==> src/rtl/cat_recognizer_ctrl.sv <==
// Cat recognizer control: APB register/memory-load decode, file fetch sequencer
// streaming memory words into the MAC engine, and verdict capture into STATUS.
`timescale 1ns/1ps
module cat_recognizer_ctrl #(
    parameter int Amba_Word       = 24,
    parameter int Amba_Addr_Depth = 13,
    parameter int file_length     = 4096
) (
    input  logic                       clk,
    input  logic                       rst,
    input  logic                       PSEL,
    input  logic                       PENABLE,
    input  logic                       PWRITE,
    input  logic [Amba_Addr_Depth-1:0] PADDR,
    input  logic [Amba_Word-1:0]       PWDATA,
    output logic [Amba_Word-1:0]       PRDATA,
    output logic                       mem_we,
    output logic [Amba_Addr_Depth-1:0] mem_addr,
    output logic [Amba_Word-1:0]       mem_wdata,
    input  logic [Amba_Word-1:0]       mem_rdata,
    output logic                       eng_clear,
    output logic                       eng_valid,
    output logic [Amba_Word-1:0]       eng_data,
    output logic                       eng_last,
    input  logic                       eng_done,
    input  logic                       eng_result,
    output logic                       busy
);

    localparam logic [Amba_Addr_Depth-1:0] LAST_ADDR = Amba_Addr_Depth'(file_length);

    typedef enum logic [2:0] {
        S_IDLE,
        S_CLEAR,
        S_FETCH,
        S_DRAIN,
        S_WAIT,
        S_DONE
    } state_t;

    state_t                       state_reg, state_next;
    logic [Amba_Addr_Depth-1:0]   cnt_reg;
    logic                         start_req_reg;
    logic                         mem_we_reg;
    logic [Amba_Addr_Depth-1:0]   wr_addr_reg;
    logic [Amba_Word-1:0]         wr_data_reg;
    logic                         valid_reg;
    logic                         done_reg;
    logic                         result_reg;
    logic [Amba_Word-1:0]         prdata_reg;
    logic [Amba_Word-1:0]         status_word;

    logic apb_wr;
    logic idle_or_done;
    logic addr_is_ctrl;
    logic addr_in_image;
    logic start_hit;
    logic img_wr_hit;

    assign apb_wr        = PSEL & PENABLE & PWRITE;
    assign idle_or_done  = (state_reg == S_IDLE) || (state_reg == S_DONE);
    assign addr_is_ctrl  = (PADDR == '0);
    assign addr_in_image = (PADDR != '0) && (PADDR <= LAST_ADDR);
    // A start is pending for one cycle before CLEAR; hold off other writes meanwhile.
    assign start_hit     = apb_wr && addr_is_ctrl && PWDATA[0] && idle_or_done && !start_req_reg;
    assign img_wr_hit    = apb_wr && addr_in_image && idle_or_done && !start_req_reg;

    always_ff @(posedge clk or negedge rst) begin
        if (!rst) begin
            state_reg <= S_IDLE;
        end else begin
            state_reg <= state_next;
        end
    end

    always_comb begin
        state_next = state_reg;
        eng_clear  = 1'b0;
        busy       = 1'b0;
        case (state_reg)
            S_IDLE, S_DONE: begin
                if (start_req_reg) begin
                    state_next = S_CLEAR;
                end
            end
            S_CLEAR: begin
                eng_clear  = 1'b1;
                busy       = 1'b1;
                state_next = S_FETCH;
            end
            S_FETCH: begin
                busy = 1'b1;
                if (cnt_reg == LAST_ADDR) begin
                    state_next = S_DRAIN;
                end
            end
            S_DRAIN: begin
                busy       = 1'b1;
                state_next = S_WAIT;
            end
            S_WAIT: begin
                busy = 1'b1;
                if (eng_done) begin
                    state_next = S_DONE;
                end
            end
            default: begin
                state_next = S_IDLE;
            end
        endcase
    end

    always_ff @(posedge clk or negedge rst) begin
        if (!rst) begin
            cnt_reg       <= '0;
            start_req_reg <= 1'b0;
            valid_reg     <= 1'b0;
        end else begin
            start_req_reg <= start_hit;
            valid_reg     <= (state_reg == S_FETCH);
            if (state_reg == S_CLEAR) begin
                cnt_reg <= Amba_Addr_Depth'(1);
            end else if (state_reg == S_FETCH) begin
                cnt_reg <= cnt_reg + 1'b1;
            end
        end
    end

    // Image load path: one registered write per accepted APB transfer.
    always_ff @(posedge clk or negedge rst) begin
        if (!rst) begin
            mem_we_reg  <= 1'b0;
            wr_addr_reg <= '0;
            wr_data_reg <= '0;
        end else begin
            mem_we_reg <= img_wr_hit;
            if (img_wr_hit) begin
                wr_addr_reg <= PADDR;
                wr_data_reg <= PWDATA;
            end
        end
    end

    always_ff @(posedge clk or negedge rst) begin
        if (!rst) begin
            done_reg   <= 1'b0;
            result_reg <= 1'b0;
        end else if (state_reg == S_CLEAR) begin
            done_reg   <= 1'b0;
            result_reg <= 1'b0;
        end else if ((state_reg == S_WAIT) && eng_done) begin
            done_reg   <= 1'b1;
            result_reg <= eng_result;
        end
    end

    always_comb begin
        status_word      = '0;
        status_word[2:0] = {result_reg, done_reg, busy};
    end

    // Loaded during the setup phase so the value is stable through the access phase.
    always_ff @(posedge clk or negedge rst) begin
        if (!rst) begin
            prdata_reg <= '0;
        end else begin
            prdata_reg <= (PSEL && !PWRITE && addr_is_ctrl) ? status_word : '0;
        end
    end

    assign PRDATA    = prdata_reg;
    assign mem_we    = mem_we_reg;
    assign mem_wdata = wr_data_reg;
    assign mem_addr  = (state_reg == S_FETCH) ? cnt_reg : wr_addr_reg;
    assign eng_valid = valid_reg;
    assign eng_last  = (state_reg == S_DRAIN);

    generate
        for (genvar gi = 0; gi < Amba_Word; gi++) begin : g_eng_data
            assign eng_data[gi] = mem_rdata[gi] & valid_reg;
        end
    endgenerate

endmodule
==> config.mk <==
export PLATFORM = sky130hd
export DESIGN_NAME = cat_recognizer_ctrl
export DESIGN_NICKNAME = d
export VERILOG_FILES = /design/src/rtl/cat_recognizer_ctrl.sv
export SDC_FILE = /design/constraint.sdc
export NUM_CORES = 1
export LEC_CHECK = 0
export ABC_AREA = 1
export BUFFER_PORTS_ARGS = -buffer_cell sky130_fd_sc_hd__buf_2
export CAP_MARGIN = 20
export CORE_ASPECT_RATIO = 0.8
export CORE_MARGIN = 8
export CORE_UTILIZATION = 48
export CTS_BUF_LIST = sky130_fd_sc_hd__clkbuf_4 sky130_fd_sc_hd__clkbuf_8
export CTS_CLUSTER_DIAMETER = 30
export CTS_CLUSTER_SIZE = 24
export DETAILED_ROUTE_END_ITERATION = 8
export HOLD_SLACK_MARGIN = 0.12
export PLACE_DENSITY_LB_ADDON = 0.12
export RECOVER_POWER = 50
export SYNTH_ARGS = -nofsm -noshare
export SYNTH_HDL_FRONTEND = slang
export SYNTH_SLANG_ARGS = --single-unit
==> constraint.sdc <==
create_clock -name clk -period 1.9 [get_ports clk]
set_input_delay 0.095 -clock clk [delete_from_list [all_inputs] [get_ports clk]]
set_output_delay 0.095 -clock clk [all_outputs]
set_load 0.01 [all_outputs]
==> out/results.txt, run 1 <==
Flip-flop count of the largest register after layout: 24
Final count of hold timing violations: 0
Num rows: 27
Run status: completed
Vias in the first global route: 3364
# Max-Cap Violations: 0
Most common cell after layout, fill and taps aside: sky130_fd_sc_hd__nand2_1
CTS sink cnt: 61
Number of CTS-inserted buffers: 9
Clock tree from TritonCTS: built
Total Wirelength: 9.901 mm
Initial antenna violation count: 1
Leakage power of the design: 2.654 nW
Y dimension of the die: 90.31 um
Top-level port count: 158
Placeable core region: 6790 um^2
Global-route wire length before repair: 15.83 mm
Start-to-end type of the worst setup path: input pin to flip-flop
Reg-to-reg critical path endpoint: start_req_reg
Least-Margin Pin Slew: 1.004 ns
CP Launch Type: input pin
Final cell count without fillers: 720
Die Width: 108.9 um
Reg clk slew, reported paths: 0.06 ns
Total standard cell area after synthesis: 3313 um^2
Share of synthesized area occupied by flip-flops and latches: 0.4607
GP Congestion: 0.8381
Largest net degree at the start of global routing: 38
Setup repair after global routing missed its margin: false
Total half-perimeter wirelength after legalization and detailed placement: 7.150 mm
Remaining antenna violation count: 0
Total power per unit cell area: 1221 nW/um^2
Count of input and output buffers: 136
Initial detailed-routing violation count: 186
Worst R2R Start: state_reg[0]
Flop and latch count out of synthesis: 61
Synthesized area per cell: 7.412 um^2
Slack of the worst reg-to-reg path: 0.23 ns
Insertion delay to the later sink of the worst-skew pair: 0.33 ns
Count of final max-slew check failures: 0
Instance count of the mapped netlist: 447
Hold WC Path Type: input pin to async pin
Detail-routed net length per standard cell: 13.75 um
Worst max-slew margin expressed relative to the limit: 0.3308
Initial Utilization: 0.4879
Shortest period the worst path allows: 1.774 ns
Layout Skew: 0.004401 ns
Clock tree root buffer cell: sky130_fd_sc_hd__clkbuf_8
Worst reg2reg path depth: 6
DIE AREA: 9833 um^2
DP Cell Count: 660
VDD IR max: 0.6754 mV
Most frequent cells in the layout: sky130_fd_sc_hd__nand2_1, sky130_fd_sc_hd__buf_2, sky130_fd_sc_hd__dfrtp_1
Number of distinct library cells after synthesis: 28
Clock Tree Buf Depth: 2
H-Tree Level Count: 3
DR vias: 3425
Via count normalized by instance count: 4.757
Layout cells sized above 1: 0.2326
Syn-to-layout area delta: 37.69%
First-pass iteration count of the detailed router: 4
Post-detailed-route DRC marker count: 0
Capturing element type of the critical path: flip-flop
Critical Path Fanout Max: 3
Worst path required time: 2.16 ns
Final setup violating endpoints: 0
Post-route clock period utilization: 0.9338
Gr ovfl total: 0
Total number of nets in the final design: 697
Total global routing track utilization: 0.2008
Post-Route Setup TNS: 0 ns
Max Clk Rate: 563.7 MHz
Arrival time reported for the critical path endpoint: 2.03 ns
Warnings from Yosys: 0
==> power breakdown <==
group | internal (mW) | leakage, nW | total [mW] | switching, mW
Sequential | 1.78 | 0.793 | 2.13 | 0.351
Combinational | 0.902 | 1.76 | 2.37 | 1.46
Clock | 0.602 | 0.101 | 1.07 | 0.471
Total | 3.28 | 2.65 | 5.57 | 2.29
==> area by class of cell <==
type                    instances  area [um^2]
clock inverters                 1        5.005
repair buffers                188         1165
well taps                      87        108.9
fillers                       622         2228
clock buffers                  15        181.4
inverters                      57        219.0
multi-input cells             310         1354
diodes                          1        2.502
flip-flops and latches         61         1526
==> layer usage <==
metal	track usage	routed length, um	part of all wire
met5	0	0	0
met4	0.08987	209	0.021
met3	0.06919	1116	0.11
met2	0.3385	4850	0.49
met1	0.2207	3725	0.38
==> what timing repair did <==
item,4_1_cts,5_1_grt
hold buffers,43,0
buffers inserted,0,0
endpoints found under the setup margin,0,5
hold endpoints to repair,104,0
resized for setup,0,5
==> cells in the mapped netlist <==
cell type / number / share of area
sky130_fd_sc_hd__a211oi_1: 1 / 0.0023
sky130_fd_sc_hd__a21oi_1: 3 / 0.0045
sky130_fd_sc_hd__a21oi_2: 1 / 0.0026
sky130_fd_sc_hd__buf_2: 2 / 0.0030
sky130_fd_sc_hd__buf_4: 26 / 0.059
sky130_fd_sc_hd__buf_6: 7 / 0.024
sky130_fd_sc_hd__clkbuf_1: 4 / 0.0045
sky130_fd_sc_hd__conb_1: 1 / 0.0011
sky130_fd_sc_hd__dfrtp_1: 61 / 0.46
sky130_fd_sc_hd__ha_1: 2 / 0.0076
sky130_fd_sc_hd__inv_1: 53 / 0.060
sky130_fd_sc_hd__inv_2: 4 / 0.0045
sky130_fd_sc_hd__nand2_1: 152 / 0.17
sky130_fd_sc_hd__nand2_2: 4 / 0.0076
sky130_fd_sc_hd__nand3_1: 47 / 0.071
sky130_fd_sc_hd__nand3_2: 1 / 0.0030
sky130_fd_sc_hd__nand4_1: 7 / 0.013
sky130_fd_sc_hd__nor2_1: 32 / 0.036
sky130_fd_sc_hd__nor2_2: 2 / 0.0038
sky130_fd_sc_hd__nor3_1: 6 / 0.0091
sky130_fd_sc_hd__nor3_2: 1 / 0.0030
sky130_fd_sc_hd__nor4_1: 1 / 0.0019
sky130_fd_sc_hd__o21ai_0: 17 / 0.026
sky130_fd_sc_hd__o21ai_1: 8 / 0.012
sky130_fd_sc_hd__o22ai_1: 1 / 0.0019
sky130_fd_sc_hd__or2_0: 1 / 0.0019
sky130_fd_sc_hd__or2_1: 1 / 0.0019
sky130_fd_sc_hd__or2_2: 1 / 0.0019
==> logic make-up (layout without fill, tap and decap cells) <==
kind of cell / after synthesis / count (layout) / share of synthesized area
adder cells (fa/ha/maj): 2 / 2 / 0.007552
AO/OA/AOI/OAI: 31 / 31 / 0.04909
buffers and inverters: 96 / 261 / 0.1548
flip-flops: 61 / 61 / 0.4607
other: 1 / 22 / 0.001132
AND/OR/NAND/NOR: 256 / 256 / 0.3267
==> critical path: stages <==
cell and delay [ns]:
sky130_fd_sc_hd__dlygate4sd3_1 0.55, sky130_fd_sc_hd__buf_2 0.14, sky130_fd_sc_hd__nor2_1 0.09, sky130_fd_sc_hd__nand2_1 0.11
sky130_fd_sc_hd__nor2_1 0.21, sky130_fd_sc_hd__nand4_1 0.11, sky130_fd_sc_hd__dlygate4sd3_1 0.61, sky130_fd_sc_hd__nor2_1 0.11
==> worst max-delay path by stage <==
stage	start	end	slack [ns]	depth (start not counted)
final	PADDR[11]	PRDATA[0]	0.13	8
after global routing	PADDR[11]	PRDATA[2]	0.03	8
after CTS	state_reg[0]	busy	0.04	8
after detailed placement	state_reg[0]	mem_wdata[3]	0.34	8
after global placement	state_reg[1]	wr_addr_reg[7]	0.41	6
after floorplan	state_reg[2]	mem_addr[0]	0.56	7
==> per-stage QoR <==
stage,utilization,instance area [um^2],power [mW],hold slack [ns],setup slack (ns)
3_5_place_dp,0.5849,3971,4.501,0.05239,0.3412
6_report,0.6718,4562,5.568,0.4460,0.1259
2_1_floorplan,-,3388,3.501,-0.2006,0.5552
4_1_cts,0.6757,4588,5.661,0.2165,0.03880
3_3_place_gp,0.5849,3971,4.466,0.05330,0.4098
5_1_grt,0.6718,4562,6.036,0.4696,0.02964
No activity file was read; power rests on OpenSTA's default activity.
==> run 2, diff against run 1 <==
--- a/config.mk
+++ b/config.mk
@@ -5,12 +5,11 @@
 export SDC_FILE = /design/constraint.sdc
 export NUM_CORES = 1
 export LEC_CHECK = 0
-export ABC_AREA = 1
 export BUFFER_PORTS_ARGS = -buffer_cell sky130_fd_sc_hd__buf_2
 export CAP_MARGIN = 20
 export CORE_ASPECT_RATIO = 0.8
 export CORE_MARGIN = 8
-export CORE_UTILIZATION = 48
+export CORE_UTILIZATION = 47
 export CTS_BUF_LIST = sky130_fd_sc_hd__clkbuf_4 sky130_fd_sc_hd__clkbuf_8
 export CTS_CLUSTER_DIAMETER = 30
 export CTS_CLUSTER_SIZE = 24
==> out/results.txt, run 2 <==
Instance count of the mapped netlist: 292
Detail-routed net length per standard cell: 15.66 um
Total standard cell area after synthesis: 3139 um^2
DP Cell Count: 515
Start-to-end type of the worst setup path: flip-flop to primary output
Leading cell types by total area after synthesis: sky130_fd_sc_hd__dfrtp_1, sky130_fd_sc_hd__mux2_4, sky130_fd_sc_hd__mux2_2, sky130_fd_sc_hd__and2_1, sky130_fd_sc_hd__buf_4
DR vias: 2787
Total half-perimeter wirelength after legalization and detailed placement: 6.517 mm
Num rows: 26
Total Power: 2.898 mW
Worst R2R Start: start_req_reg
Slack of the worst reg-to-reg path: 0.16 ns
Number of distinct library cells after synthesis: 39
Gr ovfl total: 0
Final count of hold timing violations: 0
Die Width: 107.4 um
CTS sink cnt: 61
Number of CTS-inserted buffers: 9
Least-Margin Pin Slew: 1.078 ns
H-Tree Level Count: 3
Arrival time reported for the critical path endpoint: 1.71 ns
Reg clk slew, reported paths: 0.07 ns
Vias in the first global route: 2760
Most frequent cells in the layout: sky130_fd_sc_hd__buf_2, sky130_fd_sc_hd__dfrtp_1, sky130_fd_sc_hd__nand2_1
Placeable core region: 6441 um^2
Number of antenna diodes: 0
Via count normalized by instance count: 4.864
Synthesized area per cell: 10.75 um^2
Remaining antenna violation count: 0
Count of input and output buffers: 136
Placed standard-cell area: 3926 um^2
Syn-to-layout area delta: 45.16%
Initial detailed-routing violation count: 178
Largest net degree at the start of global routing: 44
Most common cell after layout, fill and taps aside: sky130_fd_sc_hd__buf_2
Warnings from Yosys: 0
Layout Skew: 0.008925 ns
Post-route clock period utilization: 0.9504
Worst slack at placement: -0.1762 ns
Post-Route Setup TNS: 0 ns
Fraction of registers with async set/reset: 1.000
Clock tree from TritonCTS: built
Total global routing track utilization: 0.1820
Initial Utilization: 0.4874
Post-detailed-route DRC marker count: 0
Clock Tree Buf Depth: 2
Hold WS: 0.1571 ns
Worst max-slew margin expressed relative to the limit: 0.2816
Worst path required time: 1.80 ns
Leakage power of the design: 2.457 nW
Layout cells sized above 1: 0.3845
Number of fill cells: 516
Library cell occupying the most area in the post-synthesis netlist: sky130_fd_sc_hd__dfrtp_1
Final setup margin: 0.09433 ns
Worst reg2reg path depth: 5
Setup repair after global routing missed its margin: false
Final cell count without fillers: 573
GP Congestion: 0.8558
Flip-flop count of the largest register after layout: 24
Count of flip-flops with a built-in enable after synthesis: 0
Final setup violating endpoints: 0
Critical Path Fanout Max: 13
Shortest period the worst path allows: 1.806 ns
Total power per unit cell area: 635.9 nW/um^2
Most common cell in the netlist: sky130_fd_sc_hd__dfrtp_1
Sequential Area: 1528 um^2
DIE AREA: 9567 um^2
Total Wirelength: 8.976 mm
Share of synthesized area occupied by flip-flops and latches: 0.4862
Insertion delay to the later sink of the worst-skew pair: 0.34 ns
Fraction of synthesized cell area taken by the top area cell type: 0.4862
Top cell types by occurrence after synthesis: sky130_fd_sc_hd__dfrtp_1, sky130_fd_sc_hd__nand2_1, sky130_fd_sc_hd__and2_1
Area of combinational cells with multiple inputs: 1416 um^2
Clock tree root buffer cell: sky130_fd_sc_hd__clkbuf_8
Total number of nets in the final design: 554
Global-route wire length before repair: 13.72 mm
VDD IR max: 0.4237 mV
Count of final max-slew check failures: 0
Destination of the critical timing path: mem_addr[0]
Capturing element type of the critical path: primary output
Hold WC Path Type: input pin to flip-flop
Flop and latch count out of synthesis: 61
# Max-Cap Violations: 0
Reg-to-reg critical path endpoint: mem_wdata[23]
Initial antenna violation count: 0
Y dimension of the die: 89.10 um
CP Launch Type: flip-flop
Worst setup startpoint: state_reg[0]
Top-level port count: 158
Run status: completed
Core occupancy in the finished layout: 0.7075
Non-Filler Cell Area, Final: 4557 um^2
First-pass iteration count of the detailed router: 5
Max Clk Rate: 553.8 MHz
Top flip-flop cell by instance count after synthesis: sky130_fd_sc_hd__dfrtp_1
==> run 2: per-layer routing <==
layer / up-vias / track usage / part of all wire
li1: 1333 / - / -
met4: 0 / 0.04648 / 0.0097
met1: 1318 / 0.2148 / 0.41
met5: - / 0 / 0
met3: 9 / 0.07061 / 0.10
met2: 127 / 0.3063 / 0.48
==> run 2: final cells by class <==
type	count	area share
tap	84	0.02306
clock inverter	6	0.01895
inverter	8	0.007139
multi-input combinational	207	0.3108
clock buffer	10	0.03020
timing repair buffer	197	0.2746
sequential	61	0.3353
==> run 2: kinds of logic (layout without fill, tap and decap cells) <==
kind of cell	Yosys count	after routing	synth area share
and+or+nand+nor	111	111	0.1845
DFF	61	61	0.4862
buffers and inverters	44	221	0.09167
muxes	41	41	0.1682
AOI/OAI and AO/OA	30	30	0.05461
adders and majority gates	2	2	0.007970
xor gates and xnor gates	2	2	0.005581
other	1	21	0.001195
==> run 2: worst min-delay path by stage <==
stage                                to  startpoint  cells past startpoint  slack, ns
after floorplan               PRDATA[0]         rst                      0      -0.20
after global placement    mem_wdata[17]         rst                      1       0.06
after detailed placement   mem_wdata[8]         rst                      1       0.06
after CTS                 start_req_reg     PENABLE                      5       0.15
after global routing          PRDATA[0]        PSEL                      3       0.17
final                     start_req_reg     PENABLE                      5       0.16
==> run 2: worst max-delay path: stages (launching register included) <==
cell and delay, ns:
sky130_fd_sc_hd__dfrtp_1 0.40, sky130_fd_sc_hd__or3b_4 0.45, sky130_fd_sc_hd__buf_4 0.20, sky130_fd_sc_hd__a21o_1 0.18, sky130_fd_sc_hd__buf_2 0.13
==> run 2: power by group <==
part / leakage [nW] / switching (mW) / internal, mW
sequential: 0.823 / 0.00726 / 1.31
clock: 0.112 / 0.516 / 0.771
combinational: 1.52 / 0.126 / 0.166
==> run 2: what timing repair did <==
item / CTS / global route
gates resized for setup: 4 / 7
buffers inserted: 1 / 0
setup endpoints to repair: 13 / 40
hold buffers: 41 / 0
hold endpoints to repair: 105 / 0
